--- src/rtl/keypad_bcd_encoder.sv ---
// Ten-key front end for the cook-timer digit chain: synchronizes and debounces
// one-hot digit keys, encodes the accepted key to BCD and tracks digits entered.
module keypad_bcd_encoder #(
    parameter int DEBOUNCE_CYCLES = 4,
    parameter int MAX_DIGITS      = 3
) (
    input  logic       clock,
    input  logic       Cn,
    input  logic [9:0] keys,
    input  logic       enable,
    input  logic       clr,
    output logic [3:0] digit,
    output logic       load,
    output logic       reject,
    output logic [1:0] count,
    output logic       full
);

    localparam int              CW        = $clog2(DEBOUNCE_CYCLES);
    localparam logic [CW-1:0]   CNT_LAST  = CW'(DEBOUNCE_CYCLES - 1);
    localparam logic [1:0]      COUNT_MAX = 2'(MAX_DIGITS);

    typedef enum logic [1:0] {
        IDLE,
        DEBOUNCE,
        WAIT_RELEASE
    } state_t;

    state_t        state, state_n;
    logic [9:0]    sync1, ks;
    logic [CW-1:0] cnt, cnt_n;
    logic [3:0]    cand, cand_n;
    logic [3:0]    digit_n;
    logic [1:0]    count_n;
    logic          load_n, reject_n;
    logic          accept;
    logic [3:0]    key_code, ones;
    logic          key_single;

    always_ff @(posedge clock or negedge Cn) begin
        if (!Cn) begin
            sync1  <= '0;
            ks     <= '0;
            state  <= IDLE;
            cnt    <= '0;
            cand   <= '0;
            digit  <= '0;
            count  <= '0;
            load   <= 1'b0;
            reject <= 1'b0;
        end else begin
            sync1  <= keys;
            ks     <= sync1;
            state  <= state_n;
            cnt    <= cnt_n;
            cand   <= cand_n;
            digit  <= digit_n;
            count  <= count_n;
            load   <= load_n;
            reject <= reject_n;
        end
    end

    // Multi-key patterns are never single, so they fall through as "no key".
    always_comb begin
        key_code = '0;
        ones     = '0;
        for (int unsigned i = 0; i < 10; i++) begin
            if (ks[i]) begin
                key_code = 4'(i);
                ones     = ones + 4'd1;
            end
        end
        key_single = (ones == 4'd1);
    end

    always_comb begin
        state_n  = state;
        cnt_n    = cnt;
        cand_n   = cand;
        digit_n  = digit;
        count_n  = count;
        load_n   = 1'b0;
        reject_n = 1'b0;
        accept   = 1'b0;

        case (state)
            IDLE: begin
                if (key_single) begin
                    cand_n  = key_code;
                    cnt_n   = CW'(1);
                    state_n = DEBOUNCE;
                end
            end
            DEBOUNCE: begin
                if (!key_single || key_code != cand) begin
                    cnt_n   = '0;
                    state_n = IDLE;
                end else if (cnt == CNT_LAST) begin
                    accept  = 1'b1;
                    cnt_n   = '0;
                    state_n = WAIT_RELEASE;
                end else begin
                    cnt_n = cnt + CW'(1);
                end
            end
            WAIT_RELEASE: begin
                if (ks == '0) begin
                    if (cnt == CNT_LAST) begin
                        cnt_n   = '0;
                        state_n = IDLE;
                    end else begin
                        cnt_n = cnt + CW'(1);
                    end
                end else begin
                    cnt_n = '0;
                end
            end
            default: begin
                cnt_n   = '0;
                state_n = IDLE;
            end
        endcase

        // clr wins over acceptance; a refused press still reports reject.
        if (accept) begin
            if (clr) begin
                count_n  = '0;
                reject_n = 1'b1;
            end else if (enable && count < COUNT_MAX) begin
                digit_n = cand;
                count_n = count + 2'd1;
                load_n  = 1'b1;
            end else begin
                reject_n = 1'b1;
            end
        end else if (clr) begin
            count_n = '0;
        end
    end

    assign full = (count == COUNT_MAX);

endmodule

--- config.mk ---
export PLATFORM = sky130hd
export DESIGN_NAME = keypad_bcd_encoder
export DESIGN_NICKNAME = d
export VERILOG_FILES = /design/src/rtl/keypad_bcd_encoder.sv
export SDC_FILE = /design/constraint.sdc
export NUM_CORES = 1
export LEC_CHECK = 0
export BUFFER_PORTS_ARGS = -buffer_cell sky130_fd_sc_hd__buf_4
export CORE_ASPECT_RATIO = 0.6
export CORE_MARGIN = 5
export CORE_UTILIZATION = 45
export CTS_CLUSTER_SIZE = 16
export DETAILED_ROUTE_END_ITERATION = 7
export PLACE_DENSITY = 0.68
export SYNTH_ARGS = -nofsm -noshare
export SYNTH_HDL_FRONTEND = slang
export SYNTH_SLANG_ARGS = --single-unit
--- constraint.sdc ---
create_clock -name clock -period 6.2 [get_ports clock]
set_input_delay 0 -clock clock [delete_from_list [all_inputs] [get_ports clock]]
set_output_delay 0 -clock clock [all_outputs]
set_load 0.05 [all_outputs]
### Word level (Yosys, flattened, before mapping)

Index checks and enable logic that the tools add are counted.

| word-level totals | value |
|---|---|
| register bits after elaboration | 36 |
| input bits | 14 |
| output and inout port bits | 9 |
| word-level logic and storage cells | 85 |

| operators by class | value |
|---|---|
| add/sub/neg operators | 11 |
| order comparisons | 1 |
| equal/unequal tests | 10 |
| mux-type cells | 42 |
| bitwise gates (word level) | 1 |
| reductions and logical operators | 11 |

Operator list:

| kind | number |
|---|---|
| 4-bit two-way mux | 17 |
| 4-bit by 1-bit adder with 4-bit output, second input constant | 9 |
| 2-bit two-way mux | 12 |
| 2-bit case mux with 3 select lines | 2 |
| 1-bit two-way mux | 11 |
| 10-bit logical NOT | 1 |
| 2-bit equality test, second input constant | 3 |
| 2-bit inequality test, second input constant | 3 |
| 2-bit by 1-bit adder with 2-bit output, second input constant | 2 |
| 4-bit by 1-bit equality test with 1-bit output, second input constant | 1 |
| 4-bit inequality test | 1 |
| 2-bit AND reduction | 2 |
| 4-bit AND reduction | 1 |
| 2-bit nonzero test | 2 |
| 3-bit inequality test, second input constant | 1 |
| 3-bit AND reduction | 1 |
| 2-bit by 1-bit equality test with 1-bit output, second input constant | 1 |
| 2-bit logical NOT | 1 |
| 2-bit < comparator, second input constant | 1 |
| 1-bit logical AND | 1 |
| 1-bit logical NOT | 1 |
| 1-bit logical OR | 1 |
| 1-bit NOT | 1 |

### Depth between registers and ports, before layout

| logic depth | value |
|---|---|
| depth in word-level cells | 26 |
| mapped depth | 30 |
| gate-level depth less buffers | 30 |

### Worst setup path before layout

Ideal clock, no wire load.

| timing path | value |
|---|---|
| kind | flip-flop to flip-flop |
| from | reg ks[0] |
| to | reg digit[0] |
| setup time | 0.125 ns |
| arrival | 5.498 ns |
| data required time | 6.075 ns |
| setup slack | 0.577 ns |
| cell stages (with the launch flop) | 30 |
| buffers on the path | 0 |
| period minus slack after synthesis | 5.623 ns |
| path through | dfrtp_1 > ha_1 > nor2b_1 > or2_2 > ha_1 > mux2_2 > ha_1 > mux2_2 > ha_1 > nand2_1 > a21boi_0 > inv_1 > ha_1 > and2b_1 > nor2_1 > ha_1 > nand2_1 > o21a_1 > nor2_1 > ha_1 > nand2_1 > o31ai_1 > ha_1 > nand2_1 > mux2i_1 > a22oi_1 > o21ai_0 > and3_1 > nand4_4 > mux2_4 |

| between the ends | value |
|---|---|
| cells in the longest elaborated chain, start to end | 25 |

RTL lines:

| item | RTL line | RTL |
|---|---|---|
| start: declaration | 30 | `logic [9:0] sync1, ks;` |
| start signal: assignment | 53 | `ks <= sync1;` |
| 1-bit two-way mux * | 69 | `if (ks[i]) begin` |
| 4-bit by 1-bit adder with 4-bit output | 71 | `ones = ones + 4'd1;` |
| 4-bit two-way mux * | 69 |  |
| 4-bit by 1-bit adder with 4-bit output | 71 |  |
| 4-bit two-way mux * | 69 |  |
| 4-bit by 1-bit adder with 4-bit output | 71 |  |
| 4-bit two-way mux * | 69 |  |
| 4-bit by 1-bit adder with 4-bit output | 71 |  |
| [... 9 more ...] | n/a |  |
| 4-bit by 1-bit adder with 4-bit output | 71 |  |
| 4-bit two-way mux * | 69 |  |
| 4-bit by 1-bit equality test with 1-bit output * | 74 | `key_single = (ones == 4'd1);` |
| 1-bit logical NOT * | 96 | `if (!key_single \|\| key_code != cand) begin` |
| 1-bit logical OR * | 96 |  |
| 1-bit two-way mux * | 96 |  |
| 1-bit two-way mux * | 87 | `case (state)` |
| 3-bit AND reduction (no line) * | n/a |  |
| end signal: assignment | 57 | `digit <= digit_n;` |
| end: declaration | 12 | `output logic [3:0] digit,` |

Mark *: on every way between the ends. The rest lies on a longest branch, timed or not.
A chain may end at the register's enable or synchronous reset.

### Worst setup path after layout

| timing path | value |
|---|---|
| from | reg ks[0] |
| to | reg digit[2] |

Same word-level chain as after synthesis.

==> flow_summary_export.csv <==
group,metric,value,unit
run_status,outcome,"finished, final reports clean",
sta,finalHoldViolations,0,
routing,wire_per_inst,13.7,um
sta,worst_slew_pin_slew,597,ps
global_routing,grt_pass1_vias,1609,
die,io-pin-count,23,
finish,num-nets-final,286,
synth,yosys-top-cells-area,"dfrtp_1 (38%), ha_1 (6.4%), mux2_4 (4.5%)",
power_and_ir_drop,vdd_drop_max,170,uV
synth,ys_seq_elements,36,
sta,setup_viol,0,
synth,synthXorXnorAreaFrac,12.0,%
routing,drc,0,
critical_path,crit_slowest_cell,"dfrtp_1",
die,die_y,65.9,um
hold_path,hp-class,"in -> async",
critical_path,rrSetupSlack,460,ps
routing,via_count,1702,
synth,async_flop_share,100,%
synth,yosys.area.top_type,"dfrtp_1",
critical_path,worstPathArrival,5910,ps
power_and_ir_drop,powerDensity,304,mW/mm2
synth,yosys.area_share.simple,19.8,%
critical_path,endpoint,"digit[2]",
synth,yosysMostFrequentCell,"dfrtp_1",
routing,dr.first_iter.drc_count,70,
sta,fmax,0.174,GHz
sta,fin_crit_sh,92.6,%
power_and_ir_drop,combPwrFrac,46.8,%
power_and_ir_drop,p_clk_share,19.8,%
synth,netlist.area_leader.share,38.5,%
synth,syn_area,0.00234,mm2
routing,drt-total-wl,4480,um
sta,slew_headroom,59.7,%
routing,drtPass1Iterations,4,
finish,drive_gt1_share,26.8,%
critical_path,critPathKind,"reg -> reg",
finish,final_cells,327,
die,core_area,0.00505,mm2
synth,synth_common_cells,"dfrtp_1 (36), nand2_1 (23), inv_1 (13)",
critical_path,critPathRequiredTime,6370,ps
die,die_x,103,um
job,maxCapViolations,0,
synth,synth_top_family_by_area,"simple AND/OR/NAND/NOR gates",
cts,cts.sinks,36,
synth,synth_fa_ha_area_share,6.41,%
critical_path,end_kind,"flip-flop",
synth,synth_compound_area_share,10.0,%
global_routing,grt_max_degree,37,
power_and_ir_drop,p_leak,1.30,nW
power_and_ir_drop,p_total,0.870,mW
critical_path,ff2ff_path_depth,27,
sta,rsz0062_at_grt,"no",
cts,htreeDepth,2,
placement,portBuffers,22,
global_routing,grt_use_total,14.4,%
critical_path,crit_fanout,4,
power_and_ir_drop,pwr-share-seq,33.3,%
cts,cts_buffer_depth,2,
global_routing,grt_pass1_wl,7610,um
critical_path,r2r-end,"digit[2]",
critical_path,startpoint,"ks[0]",
sta,slew_violations,0,
synth,synth_ff_type,"dfrtp_1",
sta,fin_ws,459,ps
cts,path_clk_slew,80,ps
die,fp-row-count,20,
critical_path,start_kind,"flip-flop",
cts,clk_latency,290,ps
power_and_ir_drop,switchingPower,0.330,mW
synth,seq_area_frac_synth,38.5,%
cts,cts_root_buf,"clkbuf_8",
synth,muxShareOfSynthArea,8.55,%
synth,synthCells,222,
synth,synth.avg_cell_area,10.6,um2
power_and_ir_drop,switching_share,38.0,%
finish,fillers,435,
sta,tns,0,ps
die,die_area,0.00680,mm2
placement,dp_hpwl,3300,um
synth,synth_edf_count,0,
finish,antennaDiodeCount,0,
finish,area_delta_synth_final,22.2,%
critical_path,r2r-start,"ks[0]",
placement,place_congestion,0.822,
sta,period_minus_slack,5740,ps
die,start_util,46.3,%
placement,dp_slack,72.5,ps
global_routing,antenna_found_initial,0,
critical_path,cp_slowest_stage_delay,390,ps
cts,numCtsBuffers,5,
global_routing,grt_overflow,0,
synth,syn_nets,248,
routing,ant_nets,0,
power_and_ir_drop,cellInternalPower,0.540,mW
synth,synth.distinct_cells,59,
routing,viasPerCell,5.20,
placement,post-place-cells,304,
cts,cts_tree,"yes",
sta,finClkSkew,10.9,ps
synth,yosys_warnings,0,
==> per-stage QoR <==
step	hold slack, ps	instance area, um2	util [%]
after detailed placement	-22.5	2540	50.2
after global placement	-22.4	2540	50.2
after floorplan	-296	2340	-
final	201	2860	56.6
after global routing	265	2860	56.6
after CTS	200	2750	54.5
==> worst min path at each step <==
stage | from | cells after the start | to
after global placement | Cn | 1 | sync1[0]
after global routing | Cn | 2 | sync1[6]
after CTS | Cn | 2 | cand[3]
after floorplan | Cn | 0 | cand[0]
final | Cn | 2 | sync1[3]
after detailed placement | Cn | 1 | sync1[0]
==> power groups by stage <==
stage	clock (mW)	combinational, mW	sequential (mW)
after global placement	0	0.358	0.293
after detailed placement	0	0.366	0.294
after CTS	0.176	0.378	0.289
final	0.173	0.407	0.290
after floorplan	0	0.309	0.281
after global routing	0.185	0.457	0.295
==> cells in the final DEF, fill, tap and decap left out, drive strengths merged, types with 4 or more instances in the layout <==
cell | synthesis | routed
a21oi | 9 | 9
and2 | 4 | 4
and3 | 4 | 4
buf | 2 | 26
clkbuf | 4 | 5
dfrtp | 36 | 36
dlygate4sd3 | 0 | 12
ha | 12 | 12
inv | 14 | 14
mux2 | 9 | 9
mux2i | 5 | 5
nand2 | 23 | 23
nand2b | 4 | 4
nand3 | 6 | 6
nor2 | 10 | 10
nor2b | 4 | 4
nor3 | 5 | 5
nor4 | 4 | 4
o21ai | 7 | 7
xnor2 | 11 | 11
xor2 | 7 | 7
==> repair_timing <==
item / in CTS / in global routing
gates resized for setup: 1 / 17
endpoints found under the setup margin: 3 / 16
hold buffers: 12 / 0
pin swaps: 0 / 4
buffers inserted: 0 / 3
hold endpoints to repair: 48 / 0
==> area by class of cell <==
class	count	area [um2]	area share [%]
flip-flops and latches	36	901	31.5
well taps	66	82.6	2.88
repair buffers	38	315	11.0
multi-input cells	165	1420	49.6
inverters	14	52.6	1.84
clock buffers	5	68.8	2.40
clock inverters	3	23.8	0.830
==> layer usage <==
layer / track usage [%] / vias up / wire length (um)
met3: 4.21 / 10 / 239
met5: 0 / - / 0
li1: - / 858 / -
met4: 3.39 / 0 / 74
met2: 18.8 / 42 / 1790
met1: 22.8 / 792 / 2380
==> sequential cells by signal (all words and copies together), names as in the netlist <==
name    cells
cand        4
cnt         2
count       2
digit       4
ks         10
load        1
reject      1
state       2
sync1      10
==> kinds of logic after synthesis <==
| family | count (synthesis) |
|---|---|
| multiplexers | 15 |
| AO/OA/AOI/OAI | 35 |
| adder cells (fa/ha/maj) | 12 |
| XOR/XNOR | 21 |
| AND/OR/NAND/NOR | 82 |
| buffers and inverters | 21 |
| flip-flops | 36 |
==> critical path: cells and delay by family (launching register included) <==
kind / cells / cell delay (ps)
AOI/OAI and AO/OA: 4 / 580
buffers and inverters: 1 / 70
and+or+nand+nor: 11 / 1650
muxes: 3 / 910
adders and majority gates: 8 / 2040
DFF: 1 / 390
Power figures use the tool's default switching activity.
